### config.mk
export PLATFORM = sky130hd
export DESIGN_NAME = i2c_packet_tx
export DESIGN_NICKNAME = d
export VERILOG_FILES = /design/src/rtl/i2c_packet_tx.sv
export SDC_FILE = /design/constraint.sdc
export NUM_CORES = 1
export LEC_CHECK = 0
export BUFFER_PORTS_ARGS = -buffer_cell sky130_fd_sc_hd__clkbuf_2
export CAP_MARGIN = 30
export CORE_ASPECT_RATIO = 0.5
export CORE_MARGIN = 8
export CORE_UTILIZATION = 40
export CTS_CLUSTER_DIAMETER = 100
export DETAILED_ROUTE_END_ITERATION = 12
export HOLD_SLACK_MARGIN = 0.1
export PLACE_DENSITY = 0.63
export SETUP_SLACK_MARGIN = 0.15
export SLEW_MARGIN = 20
export SYNTH_ARGS = -nofsm -noshare
export SYNTH_HDL_FRONTEND = slang
export SYNTH_SLANG_ARGS = --single-unit
### constraint.sdc
create_clock -name Clk -period 4.8 [get_ports Clk]
set_clock_uncertainty 0.05 [all_clocks]
set_input_delay 1.2 -clock Clk [delete_from_list [all_inputs] [get_ports Clk]]
set_output_delay 1.2 -clock Clk [all_outputs]
set_load 0.03 [all_outputs]
### src/rtl/i2c_packet_tx.sv
// Three-byte I2C write master (START, 3 x {8 data + ACK}, STOP) for WM8731-style codecs.
// SCL is push-pull; SDA is open-drain via i2c_sdat_oe. One bit period = 4 quarters of CLK_DIV clocks.
module i2c_packet_tx #(
  parameter int CLK_DIV = 125
) (
  input  logic        Clk,
  input  logic        Reset,
  input  logic        start,
  input  logic [23:0] packet,
  output logic        busy,
  output logic        done,
  output logic        ack_error,
  output logic        i2c_sclk,
  output logic        i2c_sdat_oe,
  input  logic        i2c_sdat_i
);

  localparam logic [2:0] ST_IDLE  = 3'd0;
  localparam logic [2:0] ST_START = 3'd1;
  localparam logic [2:0] ST_DATA  = 3'd2;
  localparam logic [2:0] ST_ACK   = 3'd3;
  localparam logic [2:0] ST_STOP  = 3'd4;

  localparam logic [15:0] LP_DIV_LAST = 16'(CLK_DIV - 1);
  localparam logic [15:0] LP_DIV_PRE  = (CLK_DIV > 1) ? 16'(CLK_DIV - 2) : 16'd0;

  logic [2:0]  r_state;
  logic [1:0]  r_q;
  logic [15:0] r_div;
  logic [2:0]  r_bit;
  logic [1:0]  r_byte;
  logic [23:0] r_shift;
  logic        r_busy;
  logic        r_done;
  logic        r_ack_error;
  logic        r_sclk;
  logic        r_sdat_oe;
  logic        r_sda_meta;
  logic        r_sda_sync;

  logic        w_tick;
  logic        w_accept;
  logic        w_done_next;
  logic        w_sclk;
  logic        w_sdat_oe;

  assign w_tick   = r_busy && (r_div == LP_DIV_LAST);
  assign w_accept = start && !r_busy;

  // done is registered, so it is raised one cycle ahead of the final quarter tick
  always_comb begin
    w_done_next = 1'b0;
    if (CLK_DIV == 1) begin
      w_done_next = (r_state == ST_STOP) && (r_q == 2'd2) && w_tick;
    end else begin
      w_done_next = (r_state == ST_STOP) && (r_q == 2'd3) && (r_div == LP_DIV_PRE);
    end
  end

  always_comb begin
    w_sclk    = 1'b1;
    w_sdat_oe = 1'b0;
    case (r_state)
      ST_IDLE: begin
        w_sclk    = 1'b1;
        w_sdat_oe = 1'b0;
      end
      ST_START: begin
        w_sclk    = (r_q != 2'd3);
        w_sdat_oe = r_q[1];
      end
      ST_DATA: begin
        w_sclk    = (r_q == 2'd1) || (r_q == 2'd2);
        w_sdat_oe = !r_shift[23];
      end
      ST_ACK: begin
        w_sclk    = (r_q == 2'd1) || (r_q == 2'd2);
        w_sdat_oe = 1'b0;
      end
      ST_STOP: begin
        w_sclk    = (r_q != 2'd0);
        w_sdat_oe = !r_q[1];
      end
      default: begin
        w_sclk    = 1'b1;
        w_sdat_oe = 1'b0;
      end
    endcase
  end

  always_ff @(posedge Clk or posedge Reset) begin
    if (Reset) begin
      r_div <= 16'd0;
    end else if (!r_busy || w_tick || w_accept) begin
      r_div <= 16'd0;
    end else begin
      r_div <= r_div + 16'd1;
    end
  end

  // two-flop synchronizer on the open-drain SDA line
  always_ff @(posedge Clk or posedge Reset) begin
    if (Reset) begin
      r_sda_meta <= 1'b1;
      r_sda_sync <= 1'b1;
    end else begin
      r_sda_meta <= i2c_sdat_i;
      r_sda_sync <= r_sda_meta;
    end
  end

  always_ff @(posedge Clk or posedge Reset) begin
    if (Reset) begin
      r_state     <= ST_IDLE;
      r_q         <= 2'd0;
      r_bit       <= 3'd0;
      r_byte      <= 2'd0;
      r_shift     <= 24'd0;
      r_busy      <= 1'b0;
      r_done      <= 1'b0;
      r_ack_error <= 1'b0;
      r_sclk      <= 1'b1;
      r_sdat_oe   <= 1'b0;
    end else begin
      r_done    <= w_done_next;
      r_sclk    <= w_sclk;
      r_sdat_oe <= w_sdat_oe;
      if (r_state == ST_IDLE) begin
        if (w_accept) begin
          r_shift     <= packet;
          r_busy      <= 1'b1;
          r_state     <= ST_START;
          r_q         <= 2'd0;
          r_bit       <= 3'd0;
          r_byte      <= 2'd0;
          r_ack_error <= 1'b0;
        end
      end else if (w_tick) begin
        r_q <= r_q + 2'd1;
        if ((r_state == ST_ACK) && (r_q == 2'd2) && r_sda_sync) begin
          r_ack_error <= 1'b1;
        end
        if (r_q == 2'd3) begin
          case (r_state)
            ST_START: r_state <= ST_DATA;
            ST_DATA: begin
              r_shift <= {r_shift[22:0], 1'b0};
              r_bit   <= r_bit + 3'd1;
              if (r_bit == 3'd7) begin
                r_state <= ST_ACK;
              end
            end
            ST_ACK: begin
              r_bit <= 3'd0;
              if (r_ack_error || (r_byte == 2'd2)) begin
                r_state <= ST_STOP;
              end else begin
                r_state <= ST_DATA;
                r_byte  <= r_byte + 2'd1;
              end
            end
            ST_STOP: begin
              r_state <= ST_IDLE;
              r_busy  <= 1'b0;
            end
            default: begin
              r_state <= ST_IDLE;
              r_busy  <= 1'b0;
            end
          endcase
        end
      end
    end
  end

  assign busy        = r_busy;
  assign done        = r_done;
  assign ack_error   = r_ack_error;
  assign i2c_sclk    = r_sclk;
  assign i2c_sdat_oe = r_sdat_oe;

endmodule

==> results of run 1 <==
flip-flops by register name (all words and copies together), names as in the netlist:
register     count
r_state          3
r_bit            3
r_byte           2
i2c_sdat_oe      1
busy             1
r_q              2
r_sda_sync       1
r_sda_meta       1
i2c_sclk         1
ack_error        1
r_div           16
r_shift         24
done             1
layout make-up:
cell class / count / area [sq um]
Fill cell: 709 / 3830
Multi-Input combinational cell: 227 / 1560
Sequential cell: 57 / 1430
Clock buffer: 14 / 264
Timing Repair Buffer: 35 / 203
Tap cell: 108 / 135
Inverter: 10 / 37.5
stage by stage:
stage	setup slack (ps)	power, mW	instances
5_1_grt	2290	1.12	451
2_1_floorplan	2160	0.505	310
3_5_place_dp	1940	0.521	436
3_3_place_gp	1990	0.520	436
4_1_cts	2230	1.10	450
6_report	2340	1.08	451
worst max-delay path, stage by stage:
cell,delay (ps)
clkbuf_2,80
nand3b_1,390
o21ai_4,340
buf_16,220
mux2_2,350
cell usage after synthesis, types with 3 or more instances:
master | instances | area, sq um
a21oi_1 | 7 | 35.0
o21ai_0 | 6 | 30.0
and4_1 | 4 | 35.0
xnor2_1 | 3 | 26.3
nor2_1 | 19 | 71.3
inv_1 | 10 | 37.5
nand4_1 | 5 | 31.3
dfrtp_1 | 54 | 1350
mux2_2 | 4 | 45.0
mux2i_1 | 6 | 60.1
nand2b_1 | 3 | 18.8
nand3b_1 | 6 | 45.0
dfstp_2 | 3 | 78.8
buf_2 | 4 | 20.0
nand2_1 | 81 | 304
or3_1 | 4 | 25.0
clkbuf_1 | 7 | 26.3
xor2_1 | 8 | 70.1
mux2_4 | 19 | 285
ha_1 | 8 | 100
nand3_1 | 13 | 65.1
power by group through the flow:
stage	sequential, mW	combinational, mW	clock [mW]
after floorplan	0.491	0.0144	0
after global placement	0.491	0.0295	0
after detailed placement	0.491	0.0305	0
after CTS	0.483	0.0307	0.583
after global routing	0.483	0.0348	0.607
final	0.483	0.0290	0.569
layout by cell type (no fill, tap or decap), types with 3 or more instances in the layout:
cell type	n
dfstp_2	3
ha_1	8
clkbuf_16	9
o21ai_0	6
mux2_4	19
nor2_1	19
a21oi_1	7
clkbuf_2	32
nand2b_1	3
mux2i_1	6
nand3b_1	6
inv_1	9
and4_1	4
or3_1	4
mux2_2	4
nand3_1	13
nand2_1	81
dfrtp_1	54
xor2_1	8
xnor2_1	3
nand4_1	5
clkbuf_1	3
per-layer routing:
metal,track usage [%],up-vias
met1,14.3,1069
met2,20.5,30
li1,-,1112
met3,5.01,10
met4,5.32,0
met5,0,-
how the worst max path moves through the flow:
| stage | startpoint | end | slack [ps] | cells past startpoint |
|---|---|---|---|---|
| floorplan | Reset | ack_error | 2160 | 1 |
| global route | start | r_shift[19] | 2290 | 5 |
| CTS | r_q[1] | r_shift[19] | 2230 | 4 |
| global placement | start | r_shift[18] | 1990 | 4 |
| detailed placement | start | r_shift[19] | 1940 | 4 |
| finish | start | r_shift[19] | 2340 | 5 |
cell families (layout without fill, tap and decap cells):
group                      Yosys count  in the layout  synth area share, %
AOI/OAI and AO/OA                   25             25                 5.74
xor gates and xnor gates            11             11                 3.07
adders and majority gates            8              8                 3.19
buffers and inverters               26             59                 4.90
DFF                                 57             57                 45.5
muxes                               29             29                 12.4
and+or+nand+nor                    154            154                 25.1
==> results.md, run 1 <==
- Met2 WL: 3.02 mm
- Initial antenna violation count: 0
- GP Congestion: 0.805
- Post-route ant nets: 0
- Placed wire-length estimate: 4.31 mm
- Vias in the first global route: 2317
- DRC viols: 0
- Drt pass-1 iters: 4
- Final instance area: 3630 sq um
- Reg2reg end: r_shift[19]
- Final hold vios: 0
- CTS max path bufs: 2
- Min Tclk post-route: 2460 ps
- R2R depth: 5
- Fraction of layout cells with a size suffix above 1: 24.2%
- Final Max Tran Viols: 0
- PD cells: 298 nW/um^2
- Root Buffer: clkbuf_16
- Post-CTS Setup Bufs: 0
- Fin crit share: 51.2%
- Yosys warning count: 0
- Crit path capture type: flip-flop
- WL per Instance: 13.8 um
- GRT overflow: 0
- Comb pwr share: 2.7%
- Hold buffers post-CTS: 0
- TritonCTS buffer count: 9
- Achievable Freq: 407 MHz
- CTS tree: done
- CP required: 4950 ps
- Avg Cell Area, Syn: 10.1 sq um
- NumNets Final: 376
- Final Core Density: 48.6%
- Number of flops mapped to enable cells by yosys: 0
- Predominant post-synthesis flop cell: dfrtp_1
- Status: completed
- Die H: 78.7 um
- Largest net degree at the start of global routing: 33
- Worst hold path endpoint: r_sda_sync
- Die Footprint: 11100 sq um
- Setup TNS Final: 0 ps
- Global Route Usage Sum: 12.4%
- Power share of the clock group: 52.6%
- Sw frac: 20.0%
- R2r setup slk: 2460 ps
- Int Pwr: 0.866 mW
- Hold depth: 0
- Max Cap Viol: 0
- RSZ-0062 raised after global routing: false
- Via density: 4.92
- Crit path DAT: 2600 ps
- Starting DRT DRC Count: 95
- Clock transition at path regs: 50 ps
- Vias: 2221
- Area of the core: 7460 sq um
- Die span in x: 141 um
- WL final: 6.23 mm
- Synth async-reset ratio: 100%
- Crit-path max FO: 18
- CTS H-Tree Depth: 3
- WS Path Type: primary input to flip-flop
- Worst Hold Launch: r_sda_meta
- Startpoint Class: primary input
- Top layer used by detailed routing: met4
- Flop pwr share: 44.7%
- First-pass GRT wire length: 11.1 mm
- FP Rows: 22
- Final hold slack: 305 ps
- Synth Cell Area: 3140 sq um
- Post-synthesis sequential area ratio: 45.5%
- Port Buffers: 32
- Initial Utilization: 42.1%
- Switching pwr: 0.216 mW
- Slew @ Worst Pin: 834 ps
- Leak: 1.68 nW
- #FFs+latches synth: 57
- Metal1 wirelength: 2.76 mm
- VDD IR max: 0.181 mV
- Synth unique cells: 50
- Antenna Cells: 0
- Final setup viols: 0
- Max-slew headroom: 44.4%
- # resized after CTS: 0
- R2R Path Start: r_state[0]
- Hold Crit Class: flip-flop to flip-flop
- Area delta synth->final: 15.5%
- Post-Syn Instances: 310
- Clk sinks: 57
- Routed wl met3: 347 um
- Io pins: 33
- Mapped Nets: 346
- Placed Area: 3330 sq um
- Worst-skew pair later-pin latency: 320 ps
(Power assumes the default switching activity.)
==> run 2: changes to the inputs <==
--- a/config.mk
+++ b/config.mk
@@ -13,7 +13,7 @@
 export CTS_CLUSTER_DIAMETER = 100
 export DETAILED_ROUTE_END_ITERATION = 12
 export HOLD_SLACK_MARGIN = 0.1
-export PLACE_DENSITY = 0.63
+export PLACE_DENSITY = 0.65
 export SETUP_SLACK_MARGIN = 0.15
 export SLEW_MARGIN = 20
 export SYNTH_ARGS = -nofsm -noshare
==> constraint.sdc (replaced) <==
create_clock -name Clk -period 2.25 [get_ports Clk]
set_clock_uncertainty 0.05 [all_clocks]
set_input_delay 0.5625 -clock Clk [delete_from_list [all_inputs] [get_ports Clk]]
set_output_delay 0.5625 -clock Clk [all_outputs]
set_load 0.03 [all_outputs]
==> results.md, run 2 (synthesized netlist as in run 1, its figures left out) <==
- TritonCTS buffer count: 9
- Port Buffers: 32
- WL per Instance: 14.1 um
- Achievable Freq: 487 MHz
- Max Cap Viol: 0
- Die span in x: 141 um
- CP Cell Sequence: inv_1 -> ha_1 -> nor4b_4 -> nand4_4 -> o21ai_4 -> clkbuf_16 -> mux2_4
- Max FFs per register: 24
- Crit path DAT: 2210 ps
- Leak: 1.74 nW
- Final setup viols: 0
- Pre-CTS setup slack: 206 ps
- Setup ws final: 197 ps
- Placed Area: 3430 sq um
- Design Power: 2.30 mW
- Biggest register: r_shift
- DRC viols: 0
- Placed wire-length estimate: 4.46 mm
- Final Max Tran Viols: 0
- Final hold slack: 228 ps
- Worst-skew pair later-pin latency: 330 ps
- Startpoint Class: flip-flop
- Via density: 5.07
- Vias: 2347
- WS Path Type: flip-flop to flip-flop
- Status: completed
- CP required: 2410 ps
- Post-route ant nets: 0
- WL final: 6.54 mm
- First-pass GRT wire length: 10.8 mm
- Largest regs: r_shift x24, r_div x16
- Initial antenna violation count: 0
- GRT overflow: 0
- Antenna Cells: 0
- Min Tclk post-route: 2050 ps
- RSZ-0062 raised after global routing: true
- Crit-path max FO: 11
- Vias in the first global route: 2396
- CP bufs+invs: 2
- Final Core Density: 50.1%
- Commonest non-fill, non-tap cells in the layout: 81 x nand2_1, 54 x dfrtp_1, 32 x clkbuf_2, 19 x mux2_4, 19 x nor2_1
- Slew @ Worst Pin: 306 ps
- Delay-heaviest family, CP: simple AND/OR/NAND/NOR gates
- FP Rows: 22
- Clk sinks: 57
- Io pins: 33
- Die H: 78.7 um
- Max-slew headroom: 79.4%
- NumNets Final: 388
- Hold Crit Class: primary input to asynchronous set/reset pin
- Die Footprint: 11100 sq um
- Hold buffers post-CTS: 0
- Largest net degree at the start of global routing: 58
- CP max stage cell: dfrtp_1
- GP Congestion: 0.819
- Global Route Usage Sum: 12.4%
- VDD IR max: 0.362 mV
- Final instance area: 3740 sq um
- Most common cell after layout, fill and taps aside: nand2_1
- Fin crit share: 91.2%
- Drt pass-1 iters: 4
- Area delta synth->final: 19.0%
- CTS H-Tree Depth: 3
- Area of the core: 7460 sq um
- CTS tree: done
- Placed Cells incl. Taps: 445
- Clock transition at path regs: 50 ps
- Initial Utilization: 42.1%
- Root Buffer: clkbuf_16
- Final hold vios: 0
- Fraction of layout cells with a size suffix above 1: 26.8%
- Starting DRT DRC Count: 98
- Non-Filler Instances: 463
- Setup TNS Final: 0 ps
- Crit path capture type: flip-flop
- Critical path's largest stage delay: 410 ps
- CTS max path bufs: 2
- PD cells: 616 nW/um^2
[run 2: changes by cell type in the layout (fill, tap and decap cells not counted), sizes merged]
cell,before,now
clkbuf,46,47
buf,3,14
[run 2: per-layer routing]
metal  wire length, um  up-vias  GRT usage [%]  part of all wire [%]
li1                  -     1139              -                     -
met1              2810     1157           12.9                    43
met2              3220       40           20.8                    49
met3               359       11           5.67                   5.5
met4               148        0           6.91                   2.3
met5                 0        -              0                     0
[run 2: repair_timing]
action                                  CTS  global route
resized for setup                         0             0
endpoints found under the hold margin     0             0
endpoints found under the setup margin    0             9
buffers inserted                          0             3
[run 2: area by class of cell]
class / count / area [sq um]
Clock buffer: 14 / 264
Fill cell: 686 / 3720
Inverter: 10 / 37.5
Multi-Input combinational cell: 227 / 1560
Sequential cell: 57 / 1430
Tap cell: 108 / 135
Timing Repair Buffer: 47 / 315
[run 2: path summary, 6_finish.rpt]
path	cells past startpoint	slack (ps)	end	start
max	7	200	r_shift[2]	r_div[0]
min	3	230	r_div[5]	Reset
max reg2reg	7	200	r_shift[2]	r_div[0]
min reg2reg	0	300	r_sda_sync	r_sda_meta
max in group asynchronous	3	1640	i2c_sclk	Reset
min in group Clk	1	270	r_sda_meta	i2c_sdat_i
[run 2: power by group]
part / switching [mW] / internal (mW)
logic: 0.0376 / 0.0279
clock network: 0.415 / 0.789
registers: 0.000542 / 1.03
total: 0.453 / 1.85
[run 2: worst reg2reg max path: cells and delay by family (launching register included)]
family	cells	cell delay (ps)
and+or+nand+nor	2	450
DFF	1	410
buffers and inverters	2	300
muxes	1	300
AOI/OAI and AO/OA	1	260
adders and majority gates	1	160
==> run 3: changes to the inputs <==
--- a/config.mk
+++ b/config.mk
@@ -7,13 +7,15 @@
 export LEC_CHECK = 0
 export BUFFER_PORTS_ARGS = -buffer_cell sky130_fd_sc_hd__clkbuf_2
 export CAP_MARGIN = 30
+export CELL_PAD_IN_SITES_DETAIL_PLACEMENT = 1
+export CELL_PAD_IN_SITES_GLOBAL_PLACEMENT = 2
 export CORE_ASPECT_RATIO = 0.5
 export CORE_MARGIN = 8
-export CORE_UTILIZATION = 40
+export CORE_UTILIZATION = 34
 export CTS_CLUSTER_DIAMETER = 100
 export DETAILED_ROUTE_END_ITERATION = 12
 export HOLD_SLACK_MARGIN = 0.1
-export PLACE_DENSITY = 0.65
+export PLACE_DENSITY = 0.8
 export SETUP_SLACK_MARGIN = 0.15
 export SLEW_MARGIN = 20
 export SYNTH_ARGS = -nofsm -noshare
==> results.md, run 3 (synthesized netlist as in run 1, its figures left out) <==
- Status: completed
- Min Tclk post-route: 2050 ps
- Area delta synth->final: 18.4%
- Max-slew headroom: 68.1%
- Final hold vios: 0
- CP max stage cell: dfrtp_1
- Setup TNS Final: 0 ps
- Biggest register: r_shift
- WL final: 7.42 mm
- Crit-path max FO: 23
- DRC viols: 0
- Largest net degree at the start of global routing: 27
- Leak: 1.74 nW
- NumNets Final: 388
- RSZ-0062 raised after global routing: true
- Die H: 84.0 um
- Vias: 2355
- Global Route Usage Sum: 12.0%
- Initial Utilization: 35.6%
- Post-route ant nets: 0
- GRT overflow: 0
- Critical path's largest stage delay: 420 ps
- WS Path Type: flip-flop to flip-flop
- Starting DRT DRC Count: 128
- Root Buffer: clkbuf_16
- Commonest non-fill, non-tap cells in the layout: 81 x nand2_1, 54 x dfrtp_1, 32 x clkbuf_2, 19 x mux2_4, 19 x nor2_1
- Fillers: 1022
- Antenna Cells: 0
- Hold Crit Class: primary input to asynchronous set/reset pin
- Hold buffers post-CTS: 0
- WL per Instance: 15.7 um
- Clk sinks: 57
- Max FFs per register: 24
- Port Buffers: 32
- Final instance area: 3720 sq um
- Most common cell after layout, fill and taps aside: nand2_1
- CTS max path bufs: 2
- Placed Cells incl. Taps: 457
- Io pins: 33
- Die span in x: 152 um
- GP Congestion: 0.764
- Worst-skew pair later-pin latency: 330 ps
- First-pass GRT wire length: 12.5 mm
- Fraction of layout cells with a size suffix above 1: 27.5%
- Fin crit share: 90.9%
- Area of the core: 8830 sq um
- Crit path DAT: 2200 ps
- Placed Area: 3450 sq um
- Clock transition at path regs: 50 ps
- CTS tree: done
- VDD IR max: 0.332 mV
- Via density: 4.98
- Die Footprint: 12800 sq um
- Vias in the first global route: 2567
- CP Cell Sequence: inv_1 -> ha_1 -> nor4b_4 -> nand4_4 -> o21ai_4 -> buf_12 -> mux2_2
- Initial antenna violation count: 0
- Largest regs: r_shift x24, r_div x16
- Non-Filler Instances: 473
- Placed wire-length estimate: 5.28 mm
- Crit path capture type: flip-flop
- TritonCTS buffer count: 9
- Final Max Tran Viols: 0
- PD cells: 617 nW/um^2
- Startpoint Class: flip-flop
- Achievable Freq: 489 MHz
- FP Rows: 24
- Drt pass-1 iters: 4
- CTS H-Tree Depth: 3
- Final setup viols: 0
- Slew @ Worst Pin: 478 ps
- CP required: 2410 ps
- R2R Path Start: r_div[0]
- Worst setup path startpoint: r_div[0]
- Max Cap Viol: 0
## run 3: changes by cell type in the layout (fill, tap and decap cells not counted)
cell	delta
clkbuf_8	-1
buf_4	+2
clkbuf_1	-2
buf_12	-1
clkbuf_16	-1
clkinv_2	+4
## run 3: per-layer routing
layer / vias to the layer above / routed length (um) / GRT usage, %
met2: 28 / 3630 / 20.3
met5: - / 0 / 0
met3: 13 / 239 / 3.76
li1: 1134 / - / -
met4: 0 / 126 / 4.55
met1: 1180 / 3420 / 13.9
## run 3: worst max-delay path, delay by kind of cell (launching register included)
family	cells	cell delay, ps
mux	1	360
flops	1	420
buf+inv	2	300
simple gates	2	470
fa+ha+maj	1	140
compound gates	1	180
## run 3: per-stage QoR
step | util, % | total power [mW] | worst slack (ps) | hold slack, ps
2_1_floorplan | - | 1.08 | 243 | 295
3_3_place_gp | 39.1 | 1.11 | 273 | 298
3_5_place_dp | 39.1 | 1.12 | 191 | 297
4_1_cts | 42.0 | 2.34 | 176 | 196
5_1_grt | 42.1 | 2.38 | 121 | 230
6_report | 42.1 | 2.29 | 205 | 193
## run 3: timing repair
action	4_1_cts	5_1_grt
resized for setup	0	0
setup buffers	0	1
setup endpoints to repair	0	22
hold endpoints to repair	0	0
## run 3: path summary, 6_finish.rpt
path	endpoint	slack, ps	depth (start not counted)
min reg2reg	r_sda_sync	300	0
max reg2reg	r_shift[20]	200	7
max in group asynchronous	r_shift[2]	1280	3
min in group Clk	r_sda_meta	270	1
min	i2c_sdat_oe	190	2
max	r_shift[20]	200	7
## run 3: power breakdown
group | leakage (nW) | switching (mW) | internal [mW]
clock network | 0.135 | 0.440 | 0.758
registers | 0.625 | 0.000543 | 1.03
logic | 0.982 | 0.0392 | 0.0265
## run 3: area by class of cell
type / instances / area (sq um) / share of cell area (%)
inverters: 10 / 37.5 / 1.01
multi-input cells: 227 / 1560 / 41.9
flip-flops and latches: 57 / 1430 / 38.5
clock inverters: 4 / 20.0 / 0.538
clock buffers: 11 / 243 / 6.53
well taps: 117 / 146 / 3.94
repair buffers: 47 / 285 / 7.67
